`src/rtl/adc_spi_capture.sv`:
```
// adc_spi_capture: SPI front end for a 12-bit ADC with 16-clock frames.
// Ports: clk/rst (async, active-high); enable starts periodic conversions;
//   sdata from ADC; cs_n/sclk to ADC (CPOL=1); sample[11:0], data_valid
//   pulse and frame_err (non-zero leading nibble) to the downstream filter.
module adc_spi_capture #(
   parameter int CLK_DIV       = 4,
   parameter int SAMPLE_PERIOD = 1000,
   parameter int VALID_CYCLES  = 2
) (
   input  logic        clk,
   input  logic        rst,
   input  logic        enable,
   input  logic        sdata,
   output logic        cs_n,
   output logic        sclk,
   output logic [11:0] sample,
   output logic        data_valid,
   output logic        frame_err
);

   localparam int TW   = (SAMPLE_PERIOD > 1) ? $clog2(SAMPLE_PERIOD) : 1;
   localparam int CMAX = (CLK_DIV > VALID_CYCLES) ? CLK_DIV : VALID_CYCLES;
   localparam int CW   = $clog2(CMAX + 1);

   localparam logic [TW-1:0] T_LAST   = TW'(SAMPLE_PERIOD - 1);
   localparam logic [CW-1:0] DIV_LAST = CW'(CLK_DIV - 1);
   localparam logic [CW-1:0] VAL_LAST = CW'(VALID_CYCLES);

   typedef enum logic [2:0] {
      IDLE,
      SETUP,
      SHIFT,
      LOAD,
      VALID
   } state_t;

   state_t        state, state_d;
   logic [TW-1:0] tcnt;
   logic [CW-1:0] cnt, cnt_d;
   logic [4:0]    bcnt, bcnt_d;
   logic [15:0]   sh, sh_d;
   logic          cs_n_d, sclk_d, dv_d, ferr_d;
   logic [11:0]   sample_d;
   logic          tick;

   assign tick = enable && (tcnt == '0);

   // Free-running sample-rate timer; parked at zero while disabled so the
   // first enabled cycle is always a start tick.
   always_ff @(posedge clk or posedge rst) begin
      if (rst) begin
         tcnt <= '0;
      end else if (!enable) begin
         tcnt <= '0;
      end else if (tcnt == T_LAST) begin
         tcnt <= '0;
      end else begin
         tcnt <= tcnt + 1'b1;
      end
   end

   always_ff @(posedge clk or posedge rst) begin
      if (rst) begin
         state      <= IDLE;
         cnt        <= '0;
         bcnt       <= '0;
         sh         <= '0;
         cs_n       <= 1'b1;
         sclk       <= 1'b1;
         sample     <= '0;
         data_valid <= 1'b0;
         frame_err  <= 1'b0;
      end else begin
         state      <= state_d;
         cnt        <= cnt_d;
         bcnt       <= bcnt_d;
         sh         <= sh_d;
         cs_n       <= cs_n_d;
         sclk       <= sclk_d;
         sample     <= sample_d;
         data_valid <= dv_d;
         frame_err  <= ferr_d;
      end
   end

   always_comb begin
      state_d  = state;
      cnt_d    = cnt;
      bcnt_d   = bcnt;
      sh_d     = sh;
      cs_n_d   = cs_n;
      sclk_d   = sclk;
      sample_d = sample;
      dv_d     = data_valid;
      ferr_d   = frame_err;
      unique case (state)
         IDLE: begin
            cs_n_d = 1'b1;
            sclk_d = 1'b1;
            cnt_d  = '0;
            bcnt_d = '0;
            if (tick) begin
               state_d = SETUP;
               cs_n_d  = 1'b0;
            end
         end
         SETUP: begin
            if (cnt == DIV_LAST) begin
               cnt_d   = '0;
               sclk_d  = 1'b0;
               state_d = SHIFT;
            end else begin
               cnt_d = cnt + 1'b1;
            end
         end
         SHIFT: begin
            // Each phase lasts CLK_DIV cycles. The low->high transition
            // captures sdata; the last high phase runs to completion so
            // every SCLK period keeps a 50% duty cycle.
            if (cnt == DIV_LAST) begin
               cnt_d = '0;
               if (!sclk) begin
                  sclk_d = 1'b1;
                  sh_d   = {sh[14:0], sdata};
                  bcnt_d = bcnt + 5'd1;
               end else if (bcnt == 5'd16) begin
                  state_d = LOAD;
               end else begin
                  sclk_d = 1'b0;
               end
            end else begin
               cnt_d = cnt + 1'b1;
            end
         end
         LOAD: begin
            cs_n_d   = 1'b1;
            sample_d = sh[11:0];
            ferr_d   = |sh[15:12];
            cnt_d    = '0;
            state_d  = VALID;
         end
         VALID: begin
            // data_valid rises one cycle after sample moves, so the filter
            // always sees settled data on its clock edge.
            if (cnt == '0) begin
               dv_d  = 1'b1;
               cnt_d = cnt + 1'b1;
            end else if (cnt == VAL_LAST) begin
               dv_d    = 1'b0;
               cnt_d   = '0;
               state_d = IDLE;
            end else begin
               cnt_d = cnt + 1'b1;
            end
         end
         default: begin
            state_d = IDLE;
         end
      endcase
   end

endmodule

```
`config.mk`:
```
export PLATFORM = sky130hd
export DESIGN_NAME = adc_spi_capture
export DESIGN_NICKNAME = d
export VERILOG_FILES = /design/src/rtl/adc_spi_capture.sv
export SDC_FILE = /design/constraint.sdc
export NUM_CORES = 1
export LEC_CHECK = 0
export ABC_AREA = 1
export CAP_MARGIN = 20
export CORE_ASPECT_RATIO = 0.6
export CORE_MARGIN = 2
export CORE_UTILIZATION = 45
export CTS_BUF_LIST = sky130_fd_sc_hd__clkbuf_2
export CTS_CLUSTER_SIZE = 20
export DETAILED_ROUTE_END_ITERATION = 7
export GPL_ROUTABILITY_DRIVEN = 0
export GPL_TIMING_DRIVEN = 1
export MAX_ROUTING_LAYER = met4
export SETUP_SLACK_MARGIN = 0.05
export SLEW_MARGIN = 20
export SYNTH_ARGS = -nofsm -noshare
export SYNTH_HDL_FRONTEND = slang
export SYNTH_SLANG_ARGS = --single-unit
```
`constraint.sdc`:
```
create_clock -name clk -period 2.05 [get_ports clk]
set_input_delay 0.3075 -clock clk [delete_from_list [all_inputs] [get_ports clk]]
set_output_delay 0.3075 -clock clk [all_outputs]
set_load 0.03 [all_outputs]
```
# Word-level counts from Yosys, hierarchy flattened
# Index checks and enable logic that the tools add are counted.
[word_totals] register_bits=53 out_inout_bits=16 word_cells=73
[op_classes] addsub=3 eq_ne=16 n_mux=26 bitwise=1 n_reduce_logical=17
[op_table] op="3-bit 2-to-1 mux" n=10
[op_table] op="10-bit 2-to-1 mux" n=2
[op_table] op="2-bit != test, second input constant" n=8
[op_table] op="3-bit one-hot mux with 5 select lines" n=1
[op_table] op="3-bit by 2-bit == test with 1-bit output, second input constant" n=4
[op_table] op="10-bit by 1-bit adder with 10-bit output, second input constant" n=1
[op_table] op="10-bit == test, second input constant" n=1
[op_table] op="10-bit zero test" n=1
[op_table] op="5-bit 2-to-1 mux" n=2
[op_table] op="5-bit one-hot mux with 2 select lines" n=1
[op_table] op="3-bit one-hot mux with 3 select lines" n=1
[op_table] op="3-bit AND reduction" n=3
[op_table] op="1-bit 2-to-1 mux" n=7
[op_table] op="7-bit AND reduction" n=1
[op_table] op="3-bit zero test" n=2
[op_table] op="2-bit nonzero test" n=3
[op_table] op="3-bit nonzero test" n=2
[op_table] op="5-bit by 1-bit adder with 5-bit output, second input constant" n=1
[op_table] op="5-bit == test, second input constant" n=1
[op_table] op="2-bit OR reduction" n=2
[op_table] op="4-bit OR reduction" n=1
[op_table] op="3-bit by 1-bit adder with 3-bit output, second input constant" n=1
[op_table] op="3-bit by 1-bit == test with 1-bit output, second input constant" n=1
[op_table] op="3-bit == test, second input constant" n=1
[op_table] op="other kinds (5)" n=5

# Longest topological paths before layout
[depth] depth_word=5 depth_mapped=11

# Worst setup path before layout
# Ideal clock, no wire load.
[synth_path] path_type="register -> register" start="register cnt[0]" end="register state[1]" setup_time_ns=0.117 arrival_ns=1.181 required_time_ns=1.933 path_slack_ns=0.752 path_stages_with_launch=12 path_buffers=0 period_less_slack_ns=1.298 path_cell_list="dfrtp_1 -> inv_1 -> ha_1 -> inv_1 -> nor2_1 -> nand2_1 -> nand2_1 -> inv_1 -> nor2_1 -> nand3_1 -> nand2_1 -> nand2_1"
[synth_between] elab_chain_len=3 word_cells_on_any_way=8 cone_classes="eq/ne: 6; reduce/logical: 2"
[synth_rtl] element="start, declared" line_no="39" text="logic [CW-1:0] cnt, cnt_d;"
[synth_rtl] element="start signal, assigned" line_no="75" text="cnt <= cnt_d;"
[synth_rtl] element="3-bit by 2-bit == test with 1-bit output (tied with other cells)" line_no="148" text="end else if (cnt == VAL_LAST) begin"
[synth_rtl] element="2-bit != test (no line)"
[synth_rtl] element="7-bit AND reduction (no line) (*)"
[synth_rtl] element="end signal, assigned" line_no="74" text="state <= state_d;"
[synth_rtl] element="end, declared" line_no="37" text="state_t state, state_d;"
# Every way passes the cells marked *; elsewhere a longest branch is shown, timed or not.
# A chain may end at the register's enable or synchronous reset.

# Worst setup path in the final report
[layout_path] start="register sample[6]" end="output port sample[6]"
[layout_lines] element="start, declared" line_no="16" text="output logic [11:0] sample,"
[layout_lines] element="start signal, assigned" line_no="80" text="sample <= sample_d;"
# No word-level cell between the ends.

==> impl_metrics.json <==
{
  "r2r_start": "state[2]$_DFFE_PP0P_",
  "internal-power_mw": 1.29,
  "dp_hpwl_um": 3360,
  "p_sw_mw": 0.386,
  "comb_power_share": 0.042,
  "cpMaxStageDelayCell": "clkdlybuf4s50_1",
  "crit_start": "sample[6]$_DFFE_PP0P_",
  "cp_data_required_time_ns": 1.74,
  "yosysMostFrequentCell": "nand2_1",
  "routed-via-count": 1892,
  "power.density_nw_per_um2": 573,
  "p_sw_frac": 0.231,
  "crit_fanout": 2,
  "io_buffer_count": 19,
  "synthArstFlopShare": 1.00,
  "stdcell_count": 396,
  "cts_buffers": 5,
  "syn_inst": 291,
  "final_max_slew_viol_count": 0,
  "syn_area_sq_um": 2560,
  "max_stage_delay_ns": 0.67,
  "critPathTopFamily": "buffers and inverters",
  "dp_slack_ns": 0.371,
  "synthFlopType": "dfrtp_1",
  "drc_errors": 0,
  "ys_ff_latch": 53,
  "post-route-period-util": 0.892,
  "peakVddDrop_v": 0.000326,
  "ys_seq_area_frac": 0.519,
  "synth_area_leaders": "dfrtp_1 (50%), nand2_1 (9.2%), inv_1 (6.5%)",
  "power.leakage_nw": 1.37,
  "clock_latency_ns": 0.42,
  "yosys_warnings": 0,
  "maxCapViolations": 0,
  "synth_commonest_cells": "nand2_1 (63), dfrtp_1 (51), inv_1 (44), nor2_1 (28), nand3_1 (23)",
  "grt_pass1_vias": 1754,
  "synth_edf_count": 0,
  "yosys.area.top_type_share": 0.499,
  "die_w_um": 101,
  "initial_utilization": 0.462,
  "globalRouteOverflowTotal": 0,
  "drt-vias-per-instance": 4.78,
  "grt_max_degree": 29,
  "path_cells": "clkdlybuf4s50_1",
  "wire_per_inst_um": 11.6,
  "cp_data_arrival_time_ns": 1.52,
  "min_period_ns": 1.83,
  "finalSetupViolCount": 0,
  "timing.setup.tns_ns": 0,
  "finClkSkew_ns": 0.00918,
  "r2r_setup_slack_ns": 0.35,
  "clock-sinks": 53,
  "io_pins": 20,
  "syn_nets": 304,
  "avgSynthCellArea_sq_um": 8.80,
  "grt_use_total": 0.171,
  "p_seq_frac": 0.639,
  "p_total_mw": 1.67,
  "worst_pin_slew_ns": 0.415,
  "r2r-end": "sh[7]$_DFFE_PP0P_",
  "grt_first_pass_wirelength_um": 8310,
  "clockRootBuffer": "clkbuf_2",
  "reg2reg_depth": 7,
  "p_clk_frac": 0.318,
  "h-tree-depth": 2,
  "path_buf_inv": 1,
  "final_core_util": 0.526,
  "status": "finished, final reports clean",
  "antenna_cells": 0,
  "rsz0062_at_grt": "false",
  "worst_setup_path_start_kind": "register",
  "relSlewSlack": 0.723,
  "rows": 21,
  "dr.first_iter.drc_count": 109,
  "layout.nets": 328,
  "layout_setup_ws_ns": 0.222,
  "die_h_um": 62.4,
  "worstSetupEndpointType": "primary output",
  "placed_cells": 388,
  "antenna_found_initial": 0,
  "drt_wl_total_um": 4580,
  "syn2layout_area_growth_pct": 13.9,
  "cts_tree": "built",
  "clock_path_buffers": 2,
  "critPathKind": "reg -> out",
  "die_area_sq_um": 6330,
  "cp.depth": 1,
  "synth_cell_types": 28,
  "crit_path_end": "sample[6]",
  "design.core.area_sq_um": 5540,
  "path_clk_slew_ns": 0.26,
  "hp-class": "in -> async",
  "ant_nets": 0,
  "num-fill-cells": 524,
  "hold_viol": 0,
  "drive_gt1_frac": 0.117,
  "synth_top_area_cell": "dfrtp_1",
  "fmax_ghz": 0.547,
  "first_pass_iters": 4
}
[state kept, by name, summed over array words and instances (netlist names)]
signal      cells
sclk            1
sample         12
sh             16
data_valid      1
frame_err       1
cnt             3
tcnt           10
bcnt            5
cs_n            1
state           3
[timing repair]
action,CTS,global route
endpoints found under the setup margin,2,0
buffers inserted,0,0
gates resized for setup,2,0
hold buffers,0,0
[power groups by stage]
stage	clock [mW]	sequential (mW)	combinational [mW]
after floorplan	0	1.08	0.0466
after global placement	0	1.09	0.0729
after detailed placement	0	1.09	0.0734
after CTS	0.551	1.07	0.0740
after global routing	0.591	1.07	0.0847
final	0.532	1.07	0.0710
[cells by family after synthesis]
group | count (synthesis) | share of synthesized area
adder cells (fa/ha/maj) | 9 | 0.0440
XOR/XNOR | 3 | 0.0103
buffers and inverters | 51 | 0.0836
AO/OA/AOI/OAI | 42 | 0.113
flip-flops | 53 | 0.519
AND/OR/NAND/NOR | 133 | 0.230
[final cells by class]
cell class | instances | area (sq um) | area share
flip-flops and latches | 53 | 1330 | 0.456
clock inverters | 3 | 41.3 | 0.0142
inverters | 44 | 165 | 0.0567
repair buffers | 24 | 238 | 0.0815
multi-input cells | 187 | 1020 | 0.349
well taps | 80 | 100 | 0.0343
clock buffers | 5 | 25.0 | 0.00858
[per-stage QoR]
stage,instance area (sq um),hold slack [ns]
floorplan,2560,0.440
CTS,2920,0.136
finish,2920,0.146
detailed placement,2850,0.470
global placement,2850,0.464
global route,2920,0.143
[worst min path at each step]
stage                     slack (ns)  depth (start not counted)                     end                   from
after floorplan                 0.44                          2       tcnt[7]$_DFF_PP0_                 enable
after global placement          0.46                          2   sample[8]$_DFFE_PP0P_  sample[8]$_DFFE_PP0P_
after detailed placement        0.47                          2       sh[4]$_DFFE_PP0P_      sh[4]$_DFFE_PP0P_
after CTS                       0.14                          2       tcnt[7]$_DFF_PP0_                    rst
after global routing            0.14                          2  data_valid$_DFFE_PP0P_                    rst
final                           0.15                          2       tcnt[7]$_DFF_PP0_                    rst
[worst register-to-register path, stage by stage, from the launching register on]
cell     delay, ns
dfrtp_1       0.48
inv_1         0.15
nand2_2       0.08
nor2_4        0.20
nand3_4       0.29
buf_4         0.31
nand2_1       0.09
o21ai_2       0.05
[routing by layer]
layer,up-vias,track usage,wire [um]
met5,-,-,0
met4,0,0.0405,41
met3,4,0.0369,192
met2,32,0.227,1760
met1,886,0.267,2590
li1,970,-,-
[placed cells by master (no fill, tap or decap), types with 3 or more instances in the layout]
cell type        count
buf_4                4
clkbuf_2             5
clkdlybuf4s50_1     17
dfrtp_1             51
ha_1                 9
inv_1               43
nand2_1             63
nand3_1             23
nand4_1              3
nor2_1              28
nor3_1               6
o21ai_0             21
o21ai_2             14
xor2_1               3
No activity file was read; power rests on OpenSTA's default activity.
